[src/rtl/mandel_frame_scheduler.sv]
// Frame scheduler for a Mandelbrot iteration engine: walks the pixel raster,
// issues one coordinate pair per pixel and streams results through a 2-entry FIFO.
module mandel_frame_scheduler #(
  parameter int BITWIDTH = 11,
  parameter int CTRWIDTH = 7,
  parameter int H_RES    = 160,
  parameter int V_RES    = 120
) (
  input  logic                clk,
  input  logic                rst_n,
  input  logic                start,
  input  logic                abort,
  input  logic [BITWIDTH-1:0] cr_offset,
  input  logic [BITWIDTH-1:0] ci_offset,
  input  logic [1:0]          scaling,
  output logic                eng_run,
  output logic [BITWIDTH-1:0] eng_cr,
  output logic [BITWIDTH-1:0] eng_ci,
  input  logic                eng_done,
  input  logic [CTRWIDTH-1:0] eng_ctr,
  output logic                pix_valid,
  input  logic                pix_ready,
  output logic [CTRWIDTH-1:0] pix_data,
  output logic                pix_last,
  output logic                busy,
  output logic                frame_done
);

  localparam int XW = (H_RES > 1) ? $clog2(H_RES) : 1;
  localparam int YW = (V_RES > 1) ? $clog2(V_RES) : 1;
  localparam int FW = CTRWIDTH + 1;
  localparam logic [XW-1:0] X_MAX = XW'(H_RES - 1);
  localparam logic [YW-1:0] Y_MAX = YW'(V_RES - 1);

  typedef enum logic [1:0] {
    S_IDLE  = 2'd0,
    S_ISSUE = 2'd1,
    S_WAIT  = 2'd2,
    S_DRAIN = 2'd3
  } state_t;

  state_t              state_r;
  state_t              state_s;

  logic [XW-1:0]       x_r;
  logic [YW-1:0]       y_r;
  logic [BITWIDTH-1:0] cr_lat_r;
  logic [BITWIDTH-1:0] ci_lat_r;
  logic [1:0]          scl_r;
  logic                eng_run_r;
  logic [BITWIDTH-1:0] eng_cr_r;
  logic [BITWIDTH-1:0] eng_ci_r;
  logic                busy_r;
  logic                frame_done_r;

  logic [FW-1:0]       fifo_mem_r [0:1];
  logic                wr_ptr_r;
  logic                rd_ptr_r;
  logic [1:0]          count_r;

  logic                latch_s;
  logic                issue_s;
  logic                push_s;
  logic                pop_s;
  logic                flush_s;
  logic                done_s;
  logic                last_s;
  logic [BITWIDTH-1:0] cr_nxt_s;
  logic [BITWIDTH-1:0] ci_nxt_s;

  assign last_s   = (x_r == X_MAX) && (y_r == Y_MAX);
  assign cr_nxt_s = cr_lat_r + (BITWIDTH'(x_r) << scl_r);
  assign ci_nxt_s = ci_lat_r + (BITWIDTH'(y_r) << scl_r);
  assign pop_s    = (count_r != 2'd0) && pix_ready;

  // State register
  always_ff @(posedge clk or negedge rst_n) begin
    if (!rst_n) begin
      state_r <= S_IDLE;
    end else begin
      state_r <= state_s;
    end
  end

  // Next-state logic; abort wins over every other event outside IDLE
  always_comb begin
    state_s = state_r;
    case (state_r)
      S_IDLE: begin
        if (start) begin
          state_s = S_ISSUE;
        end else begin
          state_s = S_IDLE;
        end
      end
      S_ISSUE: begin
        if (abort) begin
          state_s = S_IDLE;
        end else if (count_r < 2'd2) begin
          state_s = S_WAIT;
        end else begin
          state_s = S_ISSUE;
        end
      end
      S_WAIT: begin
        if (abort) begin
          state_s = S_IDLE;
        end else if (eng_done) begin
          state_s = last_s ? S_DRAIN : S_ISSUE;
        end else begin
          state_s = S_WAIT;
        end
      end
      S_DRAIN: begin
        if (abort) begin
          state_s = S_IDLE;
        end else if (count_r == 2'd0) begin
          state_s = S_IDLE;
        end else begin
          state_s = S_DRAIN;
        end
      end
      default: begin
        state_s = S_IDLE;
      end
    endcase
  end

  // Per-state control strobes
  always_comb begin
    latch_s = 1'b0;
    issue_s = 1'b0;
    push_s  = 1'b0;
    flush_s = 1'b0;
    done_s  = 1'b0;
    case (state_r)
      S_IDLE: begin
        latch_s = start;
      end
      S_ISSUE: begin
        flush_s = abort;
        issue_s = !abort && (count_r < 2'd2);
      end
      S_WAIT: begin
        flush_s = abort;
        push_s  = !abort && eng_done;
      end
      S_DRAIN: begin
        flush_s = abort;
        done_s  = !abort && (count_r == 2'd0);
      end
      default: begin
        flush_s = 1'b1;
      end
    endcase
  end

  // Frame parameters, raster position and registered engine/status outputs
  always_ff @(posedge clk or negedge rst_n) begin
    if (!rst_n) begin
      x_r          <= {XW{1'b0}};
      y_r          <= {YW{1'b0}};
      cr_lat_r     <= {BITWIDTH{1'b0}};
      ci_lat_r     <= {BITWIDTH{1'b0}};
      scl_r        <= 2'd0;
      eng_run_r    <= 1'b0;
      eng_cr_r     <= {BITWIDTH{1'b0}};
      eng_ci_r     <= {BITWIDTH{1'b0}};
      busy_r       <= 1'b0;
      frame_done_r <= 1'b0;
    end else begin
      eng_run_r    <= issue_s;
      frame_done_r <= done_s;
      if (latch_s) begin
        cr_lat_r <= cr_offset;
        ci_lat_r <= ci_offset;
        scl_r    <= scaling;
        x_r      <= {XW{1'b0}};
        y_r      <= {YW{1'b0}};
        busy_r   <= 1'b1;
      end else if (flush_s || done_s) begin
        busy_r <= 1'b0;
      end
      // Coordinates only move at issue, so they hold until the matching eng_done
      if (issue_s) begin
        eng_cr_r <= cr_nxt_s;
        eng_ci_r <= ci_nxt_s;
      end
      if (push_s && !last_s) begin
        if (x_r == X_MAX) begin
          x_r <= {XW{1'b0}};
          y_r <= y_r + YW'(1);
        end else begin
          x_r <= x_r + XW'(1);
        end
      end
    end
  end

  // Two-entry result FIFO; issue only happens with a free slot, so push never overflows
  always_ff @(posedge clk or negedge rst_n) begin
    if (!rst_n) begin
      fifo_mem_r[0] <= {FW{1'b0}};
      fifo_mem_r[1] <= {FW{1'b0}};
      wr_ptr_r      <= 1'b0;
      rd_ptr_r      <= 1'b0;
      count_r       <= 2'd0;
    end else if (flush_s) begin
      wr_ptr_r <= 1'b0;
      rd_ptr_r <= 1'b0;
      count_r  <= 2'd0;
    end else begin
      if (push_s) begin
        fifo_mem_r[wr_ptr_r] <= {last_s, eng_ctr};
        wr_ptr_r             <= ~wr_ptr_r;
      end
      if (pop_s) begin
        rd_ptr_r <= ~rd_ptr_r;
      end
      if (push_s && !pop_s) begin
        count_r <= count_r + 2'd1;
      end else if (!push_s && pop_s) begin
        count_r <= count_r - 2'd1;
      end
    end
  end

  assign eng_run    = eng_run_r;
  assign eng_cr     = eng_cr_r;
  assign eng_ci     = eng_ci_r;
  assign busy       = busy_r;
  assign frame_done = frame_done_r;
  assign pix_valid  = (count_r != 2'd0);
  assign pix_data   = fifo_mem_r[rd_ptr_r][CTRWIDTH-1:0];
  assign pix_last   = fifo_mem_r[rd_ptr_r][CTRWIDTH];

endmodule

[config.mk]
export PLATFORM = sky130hd
export DESIGN_NAME = mandel_frame_scheduler
export DESIGN_NICKNAME = d
export VERILOG_FILES = /design/src/rtl/mandel_frame_scheduler.sv
export SDC_FILE = /design/constraint.sdc
export NUM_CORES = 1
export LEC_CHECK = 0
export CELL_PAD_IN_SITES_DETAIL_PLACEMENT = 1
export CELL_PAD_IN_SITES_GLOBAL_PLACEMENT = 2
export CORE_ASPECT_RATIO = 1.5
export CORE_MARGIN = 1.5
export CORE_UTILIZATION = 31
export DETAILED_ROUTE_END_ITERATION = 10
export GPL_TIMING_DRIVEN = 0
export PLACE_DENSITY_LB_ADDON = 0.25
export SLEW_MARGIN = 30
export SYNTH_ARGS = -nofsm -noshare
export SYNTH_HDL_FRONTEND = slang
export SYNTH_SLANG_ARGS = --single-unit
[constraint.sdc]
create_clock -name clk -period 2.5 [get_ports clk]
set_clock_uncertainty 0.15 [all_clocks]
set_input_delay 0.375 -clock clk [delete_from_list [all_inputs] [get_ports clk]]
set_output_delay 0.375 -clock clk [all_outputs]
set_load 0.1 [all_outputs]
== Yosys cells after proc, flatten, opt, wreduce, memory -nomap -nowiden ==
Index checks and enable logic that the tools add are counted.

* Register bits after elaboration: 86
* Latch bits: 0
* Memory bits (writable): 0
* Bits in read-only memories: 0
* Input port bits: 37
* Output and inout bits: 34
* Word-level logic and storage cells: 97
* Memories: 0

* $add $sub $neg: 6
* Multipliers: 0
* Div/mod/pow operators: 0
* Magnitude comparators: 4
* Equal/unequal tests: 5
* Shift-type cells: 2
* Mux-type cells: 35
* Bitwise logic cells: 5
* Reduce and logical (&&, ||, !) cells: 24

{| class="wikitable"
|+ Operators by type and width
! operator !! number
|-
| $mux W8 || 7
|-
| $add A11 B11 Y11 || 2
|-
| $mux W7 || 3
|-
| $mux W2 || 10
|-
| $bwmux W16 || 1
|-
| $mux W1 || 12
|-
| $shl A7 B2 Y11 || 1
|-
| $shl A8 B2 Y11 || 1
|-
| $reduce_bool A2 Y1 || 5
|-
| $logic_and A1 B1 Y1 || 9
|-
| $add A8 B1 Y8 const B || 1
|-
| $demux W8 S1 || 1
|-
| $eq A8 B8 Y1 const B || 1
|-
| $pmux W2 S4 || 1
|-
| $add A7 B1 Y7 const B || 1
|-
| $eq A7 B7 Y1 const B || 1
|-
| $eq A2 B2 Y1 const B || 2
|-
| $ge A2 B2 Y1 const B || 2
|-
| $logic_not A1 Y1 || 4
|-
| $logic_not A2 Y1 || 2
|-
| $not A1 Y2 || 2
|-
| $not A1 Y1 || 3
|-
| $reduce_bool A3 Y1 || 1
|-
| $reduce_or A3 Y1 || 1
|-
| 7 further kinds || 7
|}

== Depth between registers and ports, before layout ==
Gate-level depths: netlist of the first run.

* Depth in word-level cells: 8
* Mapped depth: 12

== Least setup slack after synthesis of the first run ==
OpenSTA, ideal clock, no wires.

* Kind: reg2reg
* Start: register scl_r[0]
* End: register eng_cr_r[8], in the netlist eng_cr[8]
* Setup time: 87 ps
* Arrival time: 2,506 ps
* Setup slack: -242 ps
* Cell stages (with the launch flop): 13
* Path buffers: 3
* Period minus slack after synthesis: 2,742 ps
* Cells stage by stage: dfrtp_1 -> buf_2 -> buf_2 -> clkbuf_1 -> nor3b_1 -> ha_1 -> inv_1 -> fa_1 -> nor2b_1 -> o31a_1 -> o2111ai_1 -> a211o_1 -> o211ai_1

* Word-level cells in the longest chain between the ends: 2

{| class="wikitable"
|+ Ends and longest elaborated chain
! element !! line !! text
|-
| from (decl) || 49 || <nowiki>logic [1:0] scl_r;</nowiki>
|-
| from (signal assigned) || 177 || <nowiki>scl_r <= scaling;</nowiki>
|-
| $shl A8 B2 Y11 || 72 || <nowiki>assign cr_nxt_s = cr_lat_r + (BITWIDTH'(x_r) << scl_r);</nowiki>
|-
| $add A11 B11 Y11 || 72 ||
|-
| to (signal assigned) || 167 || <nowiki>eng_cr_r <= {BITWIDTH{1'b0}};</nowiki>
|-
| to (signal assigned) || 186 || <nowiki>eng_cr_r <= cr_nxt_s;</nowiki>
|-
| to (decl) || 51 || <nowiki>logic [BITWIDTH-1:0] eng_cr_r;</nowiki>
|}

No other way between the ends.
A chain may end at the register's enable or synchronous reset.

== Worst setup path in the final report of the first run ==
* Start: register scl_r[0]
* End: register eng_ci_r[8], in the netlist eng_ci[8]

* Word-level cells in the longest chain between the ends: 2

{| class="wikitable"
|+ Ends and longest elaborated chain
! element !! line !! text
|-
| $shl A7 B2 Y11 || 73 || <nowiki>assign ci_nxt_s = ci_lat_r + (BITWIDTH'(y_r) << scl_r);</nowiki>
|-
| $add A11 B11 Y11 || 73 ||
|-
| to (signal assigned) || 168 || <nowiki>eng_ci_r <= {BITWIDTH{1'b0}};</nowiki>
|-
| to (signal assigned) || 187 || <nowiki>eng_ci_r <= ci_nxt_s;</nowiki>
|-
| to (decl) || 52 || <nowiki>logic [BITWIDTH-1:0] eng_ci_r;</nowiki>
|}

No other way between the ends.

==> results of run 1 <==
## worst max-delay path: cells and delay by family (launching register included)
family | cells | cell delay [ns]
AOI/OAI and AO/OA | 4 | 0.74
adders and majority gates | 2 | 0.58
DFF | 1 | 0.43
buffers and inverters | 3 | 0.34
and+or+nand+nor | 2 | 0.29
## cell families after synthesis
kind of cell,share of synthesized area (%)
flops,44.0
simple gates,19.8
compound gates,15.2
fa+ha+maj,6.44
buf+inv,3.25
xor+xnor,1.97
mux,9.40
## cells in the final DEF, fill, tap and decap left out, drive strengths merged, types with 4 or more instances in the layout
cell type      netlist  final
nand2              119    119
dfrtp               86     86
clkdlybuf4s50        0     60
o21ai               36     36
buf                 11     36
mux2                24     24
ha                  22     22
nor2                21     21
a21oi               20     20
nand3               19     19
mux2i               19     19
inv                 17     18
clkbuf               8     16
o31ai               12     12
o21a                 9      9
xor2                 8      8
clkdlybuf4s15        0      8
and3                 8      8
a21o                 7      7
nor2b                7      7
nor3b                6      6
a31oi                5      5
nor3                 5      5
o21bai               5      5
nand4                4      4
o211ai               4      4
## where the power goes
| part | internal (W) | switching, W |
|---|---|---|
| Clock | 0.000706 | 0.000594 |
| Combinational | 0.00105 | 0.00255 |
| Sequential | 0.00176 | 0.000237 |
| Total | 0.00351 | 0.00338 |
## timing repair
item | in CTS | in global routing
setup endpoints to repair | 22 | 15
gates cloned | 1 | 0
setup buffers | 15 | 9
hold buffers | 1 | 0
pin swaps | 19 | 11
gates resized for setup | 50 | 15
endpoints found under the hold margin | 44 | 0
## per-layer routing
metal	GRT usage, %	part of all wire [%]
met5	0	0
met2	32.2	56
met3	2.32	2.7
met1	18.7	40
met4	4.44	1.0
## state kept, by name, summed over array words and instances (netlist names)
name and cells:
eng_run 1, ci_lat_r 11, fifo_mem_r 16, state_r 2, y_r 7, eng_ci 11, eng_cr 11, wr_ptr_r 1
scl_r 2, rd_ptr_r 1, cr_lat_r 11, x_r 8, frame_done 1, busy 1, count_r 2
## through the flow
| step | hold WS, ns | util (%) | setup TNS, ns |
|---|---|---|---|
| after floorplan | -0.0706 | - | -0.133 |
| after global placement | 0.309 | 38.0 | -208.11 |
| after detailed placement | 0.189 | 38.2 | -4.62 |
| after CTS | 0.336 | 41.4 | -1.15 |
| after global routing | 0.362 | 42.1 | -1.87 |
| final | 0.330 | 42.1 | -0.617 |
## layout make-up
cell class / instances / share of cell area [%]
Tap cell: 203 / 3.88
Clock buffer: 10 / 3.65
Inverter: 17 / 0.974
Multi-Input combinational cell: 398 / 41.7
Buffer: 16 / 1.93
Timing Repair Buffer: 96 / 14.3
Clock inverter: 6 / 0.707
Sequential cell: 86 / 32.9
## path summary, 6_finish.rpt
path / start / endpoint / slack (ns) / cells after the start
setup / recovery: scl_r[0] / eng_ci[8] / -0.12 / 11
min in group asynchronous: rst_n / fifo_mem_r[8] / 0.36 / 2
setup reg to reg: scl_r[0] / eng_ci[8] / -0.12 / 11
hold reg to reg: eng_cr[0] / eng_cr[0] / 0.33 / 2
hold / removal: eng_cr[0] / eng_cr[0] / 0.33 / 2
max in group asynchronous: rst_n / scl_r[1] / 1.25 / 3
==> out/metrics.csv, run 1 <==
stage,metric,value,unit
status,status,"complete, but fails checks",
status,violations,negative setup slack,
sta,final.min_clock_period,2.62,ns
sta,finalHoldViolCount,0,
clocking,clk_pin_slew,0.07,ns
yosys,synth_edf_count,0,
clocking,clock_sinks,86,
route,wl_per_cell,16.2,um
die,initial_core_util,31.5,%
sta,fmax,382,MHz
finish,fill_cells,1795,
worst_setup_path,crit_fanout,6,
worst_setup_path,worstPathArrival,2.73,ns
power_and_ir_drop,total_power,0.00689,W
die,die_x,106,um
sta,min_period_over_period,105,%
min_path,hp-class,reg -> reg,
clocking,cts.path.max_buffers,2,
power_and_ir_drop,power_density,1050,mW/mm2
yosys,synthArstFlopShare,100,%
grt,grt_usage,16.6,%
finish,n_antenna_cell,0,
route,via_count,4209,
worst_setup_path,cp-end-kind,flip-flop,
sta,slew_violations,0,
worst_setup_path,critPathKind,reg -> reg,
route,dr.pass1.iters,4,
yosys,ys_top_cells_by_count,"nand2_1, dfrtp_1, o21ai_0, mux2_2, ha_1",
grt,grt_pass1_wl,21800,um
yosys,synth-seq-cells,86,
clocking,cts_tree,yes,
yosys,synth.distinct_cells,61,
finish,nets,685,
yosys,synth_top_flop_cell,dfrtp_1,
flow_run,drv_cap,0,
grt,grt_max_degree,46,
die,core_area,0.0156,mm2
finish,drive_gt1_share,21.8,%
finish,final_area,0.00655,mm2
yosys,netlist.area_leader.share,44.0,%
route,totalWireLength,13500,um
sta,slew_headroom,34.8,%
worst_setup_path,critPathMaxStageDelay,0.43,ns
placed_design,io_buffer_count,70,
clocking,clkLatencyLatePin,0.34,ns
placed_design,pre_cts_ws,-0.396,ns
yosys,yosys_warnings,0,
yosys,yosys-top-cells-area,"dfrtp_1, nand2_1, ha_1",
clocking,cts_root_buffer,clkbuf_16,
die,die_h,157,um
worst_setup_path,cp_slowest_cell,dfrtp_2,
yosys,synth.avg_cell_area,9.42,um2
placed_design,dpl_cell_area,0.00593,mm2
clocking,cts_buffers,9,
finish,area_growth,33.8,%
sta,setup_viol,9,
sta,tightest_slew,0.975,ns
route,drc_errors,0,
yosys,syn_area,0.00490,mm2
finish,final_cells,832,
yosys,syn_inst,520,
yosys,syn-num-nets,581,
grt,grt_pass1_vias,4436,
placed_design,dp_hpwl,10200,um
yosys,yosys.area.top_type,dfrtp_1,
worst_setup_path,path_cells,buf_12 -> clkbuf_16 -> nor3b_4 -> ha_2 -> inv_2 -> fa_2 -> nor2b_1 -> o21a_1 -> o21bai_2 -> a2111o_1 -> o211ai_1,
grt,antenna_found_initial,0,
sta,worst_slack,-0.121,ns
placed_design,globalplace.congestion,0.803,
die,rows,56,
grt,grt.overflow.total,0,
die,boundaryPins,71,
route,drtIter0Drc,97,
yosys,yosysMostFrequentCell,nand2_1,
finish,regArea,0.00215,mm2
clocking,htree_levels,3,
power_and_ir_drop,ir_worst_vdd,571,uV
power_and_ir_drop,p_leak,2.98,nW
worst_setup_path,critPathLaunchType,flip-flop,
placed_design,dp.cells,794,
yosys,ys_seq_area_share,44.0,%
sta,rsz0062_at_grt,true,
die,die_area,0.0166,mm2
route,ant_nets,0,
route,viasPerCell,5.06,
worst_setup_path,critPathRequiredTime,2.61,ns
finish,multi_input_area,0.00273,mm2
No activity file was read; power rests on OpenSTA's default activity.
==> run 2, diff against run 1 <==
Settings changed: SETUP_SLACK_MARGIN set to 0.2.
==> run 2 against run 1 <==
Effect of this change: the flow still finishes with violations (negative setup slack); register-to-register slack got worse by 0.12 ns; sequential power barely moved; largest cell class unchanged; utilization rose by 1.7 points; sequential share of layout area fell by 1.3 points; global-route usage rose by 0.29 points; die area did not move; via count rose by 0.95%.
==> out/metrics.csv, run 2 (synthesized netlist as in run 1, its figures left out) <==
stage,metric,value,unit
worst_setup_path,crit_fanout,4,
sta,worst_slack,-0.238,ns
sta,slew_violations,0,
die,rows,56,
power_and_ir_drop,total_power,0.00687,W
clocking,clkLatencyLatePin,0.34,ns
die,die_x,106,um
sta,rsz0062_at_grt,true,
placed_design,globalplace.congestion,0.791,
finish,largest_reg_flops,16,
worst_setup_path,cp_slowest_cell,ha_1,
sta,min_period_over_period,110,%
grt,grt_pass1_vias,4533,
route,ant_nets,0,
clocking,cts_buffers,9,
grt,grt_pass1_wl,22100,um
sta,final.min_clock_period,2.74,ns
clocking,clock_sinks,86,
power_and_ir_drop,power_density,1010,mW/mm2
worst_setup_path,worst-path-buf-inv,5,
sta,setup_viol,13,
clocking,clk_pin_slew,0.07,ns
worst_setup_path,worstPathArrival,2.84,ns
die,initial_core_util,31.5,%
flow_run,drv_cap,0,
grt,grt.overflow.total,0,
placed_design,io_buffer_count,70,
clocking,cts.path.max_buffers,2,
placed_design,dp.cells,794,
finish,top_register,fifo_mem_r,
power_and_ir_drop,p_leak,3.15,nW
route,wl_per_cell,16.4,um
route,drc_errors,0,
placed_design,dpl_cell_area,0.00595,mm2
finish,final_area,0.00682,mm2
clocking,cts_tree,yes,
min_path,hp-class,reg -> reg,
finish,nets,701,
worst_setup_path,critPathKind,reg -> reg,
route,dr.pass1.iters,4,
worst_setup_path,cp-end-kind,flip-flop,
die,die_area,0.0166,mm2
sta,tightest_slew,0.959,ns
sta,slew_headroom,36.3,%
finish,mostFrequentLayoutCells,"nand2_1, dfrtp_1, clkdlybuf4s50_1",
finish,final_common_cell,nand2_1,
route,via_count,4249,
finish,n_antenna_cell,0,
worst_setup_path,critPathLaunchType,flip-flop,
finish,area_growth,39.3,%
power_and_ir_drop,ir_worst_vdd,592,uV
sta,fmax,365,MHz
worst_setup_path,path_cells,buf_6 -> buf_12 -> buf_4 -> buf_6 -> mux2i_2 -> buf_4 -> mux2i_1 -> ha_1 -> o21a_1 -> and3b_2 -> o21a_1 -> o31ai_1,
placed_design,dp_hpwl,10100,um
route,viasPerCell,5.02,
route,totalWireLength,13900,um
worst_setup_path,critPathRequiredTime,2.60,ns
grt,grt_max_degree,48,
clocking,cts_root_buffer,clkbuf_16,
sta,hold_ws,0.320,ns
route,drtIter0Drc,157,
finish,final_cells,847,
finish,drive_gt1_share,26.7,%
die,die_h,157,um
grt,antenna_found_initial,0,
status,status,"complete, but fails checks",
worst_setup_path,critPathMaxStageDelay,0.39,ns
status,violations,negative setup slack,
clocking,htree_levels,3,
sta,finalHoldViolCount,0,
die,boundaryPins,71,
grt,grt_usage,16.8,%
die,core_area,0.0156,mm2
worst_setup_path,cpLargestDelayFamily,buffers and inverters,
-- run 2: cell types whose count changed in the layout (fill, tap and decap cells not counted), sizes merged, moves of 2 or more --
| cell | change |
|---|---|
| buf | +23 |
| clkbuf | +3 |
| clkdlybuf4s15 | -7 |
| clkdlybuf4s50 | -25 |
| clkinv | -2 |
| dlygate4sd2 | +24 |
-- run 2: layer usage --
layer	track usage, %	vias up	part of all wire, %
met2	32.9	70	54
met1	18.5	2089	41
met3	3.15	14	3.1
li1	-	2076	-
met4	4.38	0	1.3
met5	0	-	0
-- run 2: tightest hold or removal path, delay by kind of cell (launching register included) --
kind             cells  cell delay [ns]
and+or+nand+nor      2             0.10
DFF                  1             0.34
-- run 2: metrics by stage --
step | utilization (%) | TNS, ns | worst slack, ns
after CTS | 41.9 | -1.27 | -0.152
after detailed placement | 38.3 | -4.27 | -0.339
after global placement | 38.1 | -214.26 | -2.46
after floorplan | - | -0.128 | -0.0526
after global routing | 43.8 | -3.36 | -0.363
final | 43.8 | -1.65 | -0.238
-- run 2: final timing paths --
path	slack (ns)	from	to	depth (start not counted)
setup / recovery	-0.24	scl_r[0]	eng_ci[9]	12
hold / removal	0.32	eng_ci[0]	eng_ci[0]	2
min in group asynchronous	0.36	rst_n	frame_done	2
hold reg to reg	0.32	eng_ci[0]	eng_ci[0]	2
max in group asynchronous	1.25	rst_n	y_r[0]	3
setup reg to reg	-0.24	scl_r[0]	eng_ci[9]	12
-- run 2: cell type report --
class | instances | area, um2
buffer | 19 | 164
clock buffer | 12 | 256
clock inverter | 3 | 20.0
fill | 1788 | 8740
inverter | 17 | 63.8
multi-input combinational | 398 | 2910
sequential | 86 | 2150
tap | 203 | 254
timing repair buffer | 109 | 995
-- run 2: report_power, final --
part | switching [W] | leakage (nW) | internal [W]
Clock | 0.000550 | 0.131 | 0.000721
Sequential | 0.000213 | 1.11 | 0.00176
Combinational | 0.00264 | 1.91 | 0.000993
Total | 0.00340 | 3.15 | 0.00347
-- run 2: repair_timing --
action | CTS | global route
resized for setup | 102 | 45
endpoints found under the hold margin | 39 | 0
pin swaps | 28 | 40
buffers inserted | 25 | 12
hold buffers | 1 | 0
setup endpoints to repair | 48 | 22
